File: src/rtl/ne_fp_add_arb.sv
// Round-robin arbiter sharing one pipelined FP/INT adder among NREQ requesters, one credit each.
// Optional macro NE_FP_ADD_ARB_STATS_EN adds per-requester issue/stall counters.
module ne_fp_add_arb #(
    parameter int unsigned NREQ = 4,
    parameter int unsigned BWA  = 41,
    parameter int unsigned BWZ  = 42,
    parameter int unsigned LAT  = 1
) (
    input  logic                 clk_i,
    input  logic                 rst_i,
    input  logic [NREQ-1:0]      req_valid_i,
    output logic [NREQ-1:0]      req_ready_o,
    input  logic [NREQ*BWA-1:0]  req_a_i,
    input  logic [NREQ*BWA-1:0]  req_b_i,
    input  logic [NREQ*3-1:0]    req_mode_i,
    output logic [NREQ-1:0]      rsp_valid_o,
    input  logic [NREQ-1:0]      rsp_ready_i,
    output logic [NREQ*BWZ-1:0]  rsp_z_o,
    output logic [NREQ*3-1:0]    rsp_mode_o,
    output logic [BWA-1:0]       add_a_o,
    output logic [BWA-1:0]       add_b_o,
    output logic [2:0]           add_mode_o,
    input  logic [BWZ-1:0]       add_z_i
`ifdef NE_FP_ADD_ARB_STATS_EN
    ,
    output logic [NREQ*16-1:0]   stat_issue_o,
    output logic [NREQ*16-1:0]   stat_stall_o
`endif
);

    localparam int unsigned IdxW = (NREQ > 1) ? $clog2(NREQ) : 1;

    logic [IdxW-1:0] rr_ptr_q, rr_ptr_d;
    logic [NREQ-1:0] inflight_q, inflight_d;
    logic [NREQ-1:0] rsp_valid_q, rsp_valid_d;
    logic [NREQ-1:0] eligible, grant, wr_sel;
    logic            gnt_any;
    logic [IdxW-1:0] gnt_idx;

    logic [BWZ-1:0]  buf_z_q    [NREQ];
    logic [2:0]      buf_mode_q [NREQ];

    logic [LAT-1:0]  tag_v_q;
    logic [IdxW-1:0] tag_idx_q  [LAT];
    logic [2:0]      tag_mode_q [LAT];

    logic            wr_en;
    logic [IdxW-1:0] wr_idx;

    // A requester may only hold one op in the pipe or buffer at a time.
    always_comb begin
        eligible = req_valid_i & ~inflight_q & (~rsp_valid_q | rsp_ready_i);
    end

    always_comb begin
        int unsigned cand;
        logic [IdxW-1:0] cand_idx;
        gnt_any = 1'b0;
        gnt_idx = '0;
        for (int unsigned k = 1; k <= NREQ; k++) begin
            cand = int'(rr_ptr_q) + k;
            if (cand >= NREQ) begin
                cand = cand - NREQ;
            end
            cand_idx = IdxW'(cand);
            if (!gnt_any && eligible[cand_idx]) begin
                gnt_any = 1'b1;
                gnt_idx = cand_idx;
            end
        end
    end

    always_comb begin
        grant = '0;
        if (gnt_any && !rst_i) begin
            grant[gnt_idx] = 1'b1;
        end
        req_ready_o = grant;
    end

    always_comb begin
        add_a_o    = '0;
        add_b_o    = '0;
        add_mode_o = 3'b000;
        for (int i = 0; i < NREQ; i++) begin
            if (grant[i]) begin
                add_a_o    = req_a_i[i*BWA +: BWA];
                add_b_o    = req_b_i[i*BWA +: BWA];
                add_mode_o = req_mode_i[i*3 +: 3];
            end
        end
    end

    // Last tag stage lines up with add_z_i for the op issued LAT cycles ago.
    always_comb begin
        wr_en  = tag_v_q[LAT-1];
        wr_idx = tag_idx_q[LAT-1];
        for (int i = 0; i < NREQ; i++) begin
            wr_sel[i] = wr_en && (wr_idx == IdxW'(i));
        end
        rsp_valid_d = (rsp_valid_q & ~rsp_ready_i) | wr_sel;
        inflight_d  = (inflight_q & ~wr_sel) | grant;
        rr_ptr_d    = (|grant) ? gnt_idx : rr_ptr_q;
    end

    always_ff @(posedge clk_i or posedge rst_i) begin
        if (rst_i) begin
            rr_ptr_q    <= IdxW'(NREQ - 1);
            inflight_q  <= '0;
            rsp_valid_q <= '0;
            tag_v_q     <= '0;
            for (int k = 0; k < LAT; k++) begin
                tag_idx_q[k]  <= '0;
                tag_mode_q[k] <= 3'b000;
            end
        end else begin
            rr_ptr_q      <= rr_ptr_d;
            inflight_q    <= inflight_d;
            rsp_valid_q   <= rsp_valid_d;
            tag_v_q[0]    <= |grant;
            tag_idx_q[0]  <= gnt_idx;
            tag_mode_q[0] <= add_mode_o;
            for (int k = 1; k < LAT; k++) begin
                tag_v_q[k]    <= tag_v_q[k-1];
                tag_idx_q[k]  <= tag_idx_q[k-1];
                tag_mode_q[k] <= tag_mode_q[k-1];
            end
        end
    end

    always_ff @(posedge clk_i or posedge rst_i) begin
        if (rst_i) begin
            for (int i = 0; i < NREQ; i++) begin
                buf_z_q[i]    <= '0;
                buf_mode_q[i] <= 3'b000;
            end
        end else begin
            for (int i = 0; i < NREQ; i++) begin
                if (wr_sel[i]) begin
                    buf_z_q[i]    <= add_z_i;
                    buf_mode_q[i] <= tag_mode_q[LAT-1];
                end
            end
        end
    end

    always_comb begin
        rsp_valid_o = rsp_valid_q;
        for (int i = 0; i < NREQ; i++) begin
            rsp_z_o[i*BWZ +: BWZ] = buf_z_q[i];
            rsp_mode_o[i*3 +: 3]  = buf_mode_q[i];
        end
    end

`ifdef NE_FP_ADD_ARB_STATS_EN
    logic [15:0] stat_issue_q [NREQ];
    logic [15:0] stat_stall_q [NREQ];

    always_ff @(posedge clk_i or posedge rst_i) begin
        if (rst_i) begin
            for (int i = 0; i < NREQ; i++) begin
                stat_issue_q[i] <= '0;
                stat_stall_q[i] <= '0;
            end
        end else begin
            for (int i = 0; i < NREQ; i++) begin
                if (grant[i] && (stat_issue_q[i] != 16'hFFFF)) begin
                    stat_issue_q[i] <= stat_issue_q[i] + 16'd1;
                end
                if (req_valid_i[i] && !grant[i] && (stat_stall_q[i] != 16'hFFFF)) begin
                    stat_stall_q[i] <= stat_stall_q[i] + 16'd1;
                end
            end
        end
    end

    always_comb begin
        for (int i = 0; i < NREQ; i++) begin
            stat_issue_o[i*16 +: 16] = stat_issue_q[i];
            stat_stall_o[i*16 +: 16] = stat_stall_q[i];
        end
    end
`endif

endmodule

File: config.mk
export PLATFORM = sky130hd
export DESIGN_NAME = ne_fp_add_arb
export DESIGN_NICKNAME = d
export VERILOG_FILES = /design/src/rtl/ne_fp_add_arb.sv
export SDC_FILE = /design/constraint.sdc
export NUM_CORES = 1
export LEC_CHECK = 0
export CORE_AREA = 5 5 256 258
export DETAILED_ROUTE_END_ITERATION = 16
export DIE_AREA = 0 0 261 263
export HOLD_SLACK_MARGIN = 0.05
export PLACE_DENSITY = 0.43
export SYNTH_ARGS = -nofsm -noshare
export SYNTH_HDL_FRONTEND = slang
export SYNTH_SLANG_ARGS = --single-unit
export TNS_END_PERCENT = 30
File: constraint.sdc
create_clock -name clk_i -period 41.6 [get_ports clk_i]
set_input_delay 12.48 -clock clk_i [delete_from_list [all_inputs] [get_ports clk_i]]
set_output_delay 12.48 -clock clk_i [all_outputs]
set_load 0.02 [all_outputs]
==> impl_metrics.json <==
{
  "status": "completed",
  "slew_viol_final": 0,
  "rsz0062_at_grt": "no",
  "criticalPathCategory": "input port to primary output",
  "die_area_um2": 68640,
  "maxCapViolCount": 0,
  "cp_data_arrival_time_ns": 16.86,
  "post_cts.repair.setup_buffers": 0,
  "cts_hold_buf": 0,
  "final_hold_viol_count": 0,
  "grt_overflow": 0,
  "grt_max_degree": 141,
  "clk_latency_ns": 0.48,
  "ios": 665,
  "critPathRequiredTime_ns": 29.12,
  "yosysWarningCount": 0,
  "core-area_um2": 62740,
  "seq_area_frac_synth_pct": 45.86,
  "wirelength_mm": 58.63,
  "hold_start": "inflight_q[2]$_DFF_PP0_",
  "cts_buffer_depth": 2,
  "async_flop_share_pct": 100.0,
  "synthFlopType": "dfrtp_1",
  "powerDensity_nw_per_um2": 77.80,
  "antenna_found_initial": 29,
  "ir_drop_mv": 0.06040,
  "layout.nets": 1943,
  "ys_ff_latch": 196,
  "synth_compound_area_share_pct": 15.70,
  "synthAdderAreaFrac_pct": 0,
  "tns_ns": 0,
  "grt_util_all_layers_pct": 16.38,
  "finalCritPeriodShare_pct": 70.54,
  "synth_mux_area_share_pct": 19.04,
  "synthesis.nets": 1351,
  "avgSynthCellArea_um2": 11.16,
  "cts_sinks": 196,
  "cts_root_buffer": "clkbuf_16",
  "hp-class": "flip-flop to flip-flop",
  "tightest_slew_ns": 1.195,
  "hold_end": "inflight_q[2]$_DFF_PP0_",
  "wl_per_cell_um": 24.09,
  "antenna_left": 0,
  "vias": 10790,
  "fp.dieH_um": 263,
  "first_iter_violations": 454,
  "r2r-end": "tag_mode_q[0]$_DFF_PP0_",
  "synth-simple-area-share_pct": 13.91,
  "syn_area_um2": 10700,
  "timing.rr.start": "rsp_valid_o[0]$_DFF_PP0_",
  "num_rows": 92,
  "drc": 0,
  "max_freq_mhz": 34.08,
  "drt_pass1_iterations": 4,
  "power_frac_clock_pct": 12.3,
  "start_util_pct": 17.06,
  "drive_gt1_share_pct": 17.71,
  "grt_pass1_wl_mm": 83.35,
  "p_leak_uw": 0.007216,
  "r2r_cells": 7,
  "synth_top_family_by_area": "multiplexers",
  "hold_path_depth": 1,
  "synthXorXnorAreaFrac_pct": 0,
  "htree_levels": 4,
  "period_needed_ns": 29.34,
  "cp-start-kind": "input port",
  "viasPerCell": 4.434,
  "p_switching_uw": 636.1,
  "clk_pin_slew_ns": 0.07,
  "area_growth_pct": 74.33,
  "critPathMaxFanout": 117,
  "power_uw": 1451,
  "max_slew_margin_pct": 20.33,
  "cp-end-kind": "primary output",
  "numCtsBuffers": 17,
  "sequentialPowerShare_pct": 23.3,
  "syn_inst": 959,
  "setup_viol": 0,
  "power_frac_comb_pct": 64.4,
  "hpwlAfterDp_mm": 44.53,
  "cts_tree": "built",
  "clock_skew_ns": 0.01290,
  "rrSetupSlack_ns": 38.30,
  "synth_edf_count": 0,
  "yosysUniqueCellTypes": 43,
  "cts_resized": 0,
  "port-buffer-count": 664,
  "gp_congestion": 0.8738,
  "p_sw_share_pct": 43.83,
  "grt_pass1_vias": 11560,
  "dieWidth_um": 261,
  "p_int_uw": 815.2
}
power groups by stage:
| stage | clock network, uW | logic (uW) | registers, uW |
|---|---|---|---|
| after floorplan | 0 | 407 | 447 |
| after global placement | 0 | 946 | 340 |
| after detailed placement | 0 | 946 | 344 |
| after CTS | 187 | 949 | 340 |
| after global routing | 193 | 990 | 351 |
| final | 178 | 935 | 339 |
synth_stat cells (2+ instances only):
cell type    n  area share, %
dfrtp_1    194             45
mux2_2     180             19
nor2_1      88            3.1
and3_1      86            5.0
nor3_1      86            4.0
a31oi_1     84            4.9
clkbuf_1    56            2.0
o32ai_1     50            4.1
o32ai_2     34            5.2
buf_2       30            1.4
buf_8        9            1.3
nand2_1      7           0.25
buf_4        6           0.42
a21o_1       5           0.35
inv_1        4           0.14
nand2b_1     3           0.18
nor2b_1      3           0.18
nor2b_2      3           0.25
o21ai_0      3           0.14
buf_6        2           0.21
dfstp_2      2           0.49
nand3b_1     2           0.14
o22ai_1      2           0.12
critical path, stage by stage:
cell and delay [ns]:
clkdlybuf4s50_1 0.45, nand2b_1 0.25, a22oi_2 0.19, o41ai_4 0.36
buf_4 0.54, buf_4 0.93, nor3_1 0.08, o32ai_1 0.72
clkdlybuf4s50_1 0.75
sequential cells by signal, indices dropped and copies added, names as in the netlist:
signal and flops:
inflight_q 4, rr_ptr_q 2, rsp_mode_o 12, rsp_valid_o 4, rsp_z_o 168, tag_idx_q 2
tag_mode_q 3, tag_v_q 1
worst max path at each step:
stage,slack [ns],from,endpoint
6_report,12.26,rsp_ready_i[0],add_a_o[33]
3_5_place_dp,12.16,rsp_ready_i[0],add_a_o[33]
4_1_cts,12.18,rsp_ready_i[0],add_a_o[33]
5_1_grt,11.98,rsp_ready_i[0],add_a_o[33]
3_3_place_gp,12.17,rsp_ready_i[0],add_a_o[33]
2_1_floorplan,9.55,rst_i,add_a_o[34]
cell type report:
| type | instances | area [um^2] |
|---|---|---|
| Fill cell | 6522 | 44080 |
| Timing Repair Buffer | 677 | 6741 |
| Multi-Input combinational cell | 654 | 5230 |
| Sequential cell | 196 | 4907 |
| Tap cell | 846 | 1059 |
| Clock buffer | 20 | 466.7 |
| Clock inverter | 12 | 158.9 |
| Antenna cell | 24 | 60.06 |
| Inverter | 5 | 31.28 |
metrics by stage:
step	setup WS (ns)	cell area (um^2)	utilization, %	hold WS [ns]	cells
floorplan	9.548	10700	-	0.4410	959
global placement	12.17	17970	28.64	0.4710	2378
detailed placement	12.16	17970	28.64	0.4722	2378
CTS	12.18	18590	29.64	0.4889	2410
global route	11.98	18640	29.71	0.5138	2429
finish	12.26	18650	29.73	0.4902	2434
metal layers:
layer	global-route usage, %	share of wire (%)
met1	17.49	37
met2	28.44	51
met3	6.612	9.2
met4	7.187	3.0
met5	0	0.056
placed cells by master, fill, tap and decap left out, types with 2 or more instances in the layout:
cell,instances
clkbuf_16,17
o32ai_2,34
nand2_1,7
mux2_2,180
nand3b_1,2
inv_6,6
a21o_1,5
nand2b_1,3
clkbuf_8,3
clkdlybuf4s50_1,663
dfstp_2,2
buf_4,14
a31oi_1,84
nor2_1,88
nor3_1,86
inv_8,3
bufinv_16,2
diode_2,24
o32ai_1,50
inv_1,3
and3_1,86
dfrtp_1,194
o21ai_0,3
nor2b_2,3
o22ai_1,2
nor2b_1,2
kinds of logic after synthesis:
group / Yosys count
AO/OA/AOI/OAI: 187
buffers and inverters: 109
flip-flops: 196
multiplexers: 181
AND/OR/NAND/NOR: 286
Power figures use the tool's default switching activity.
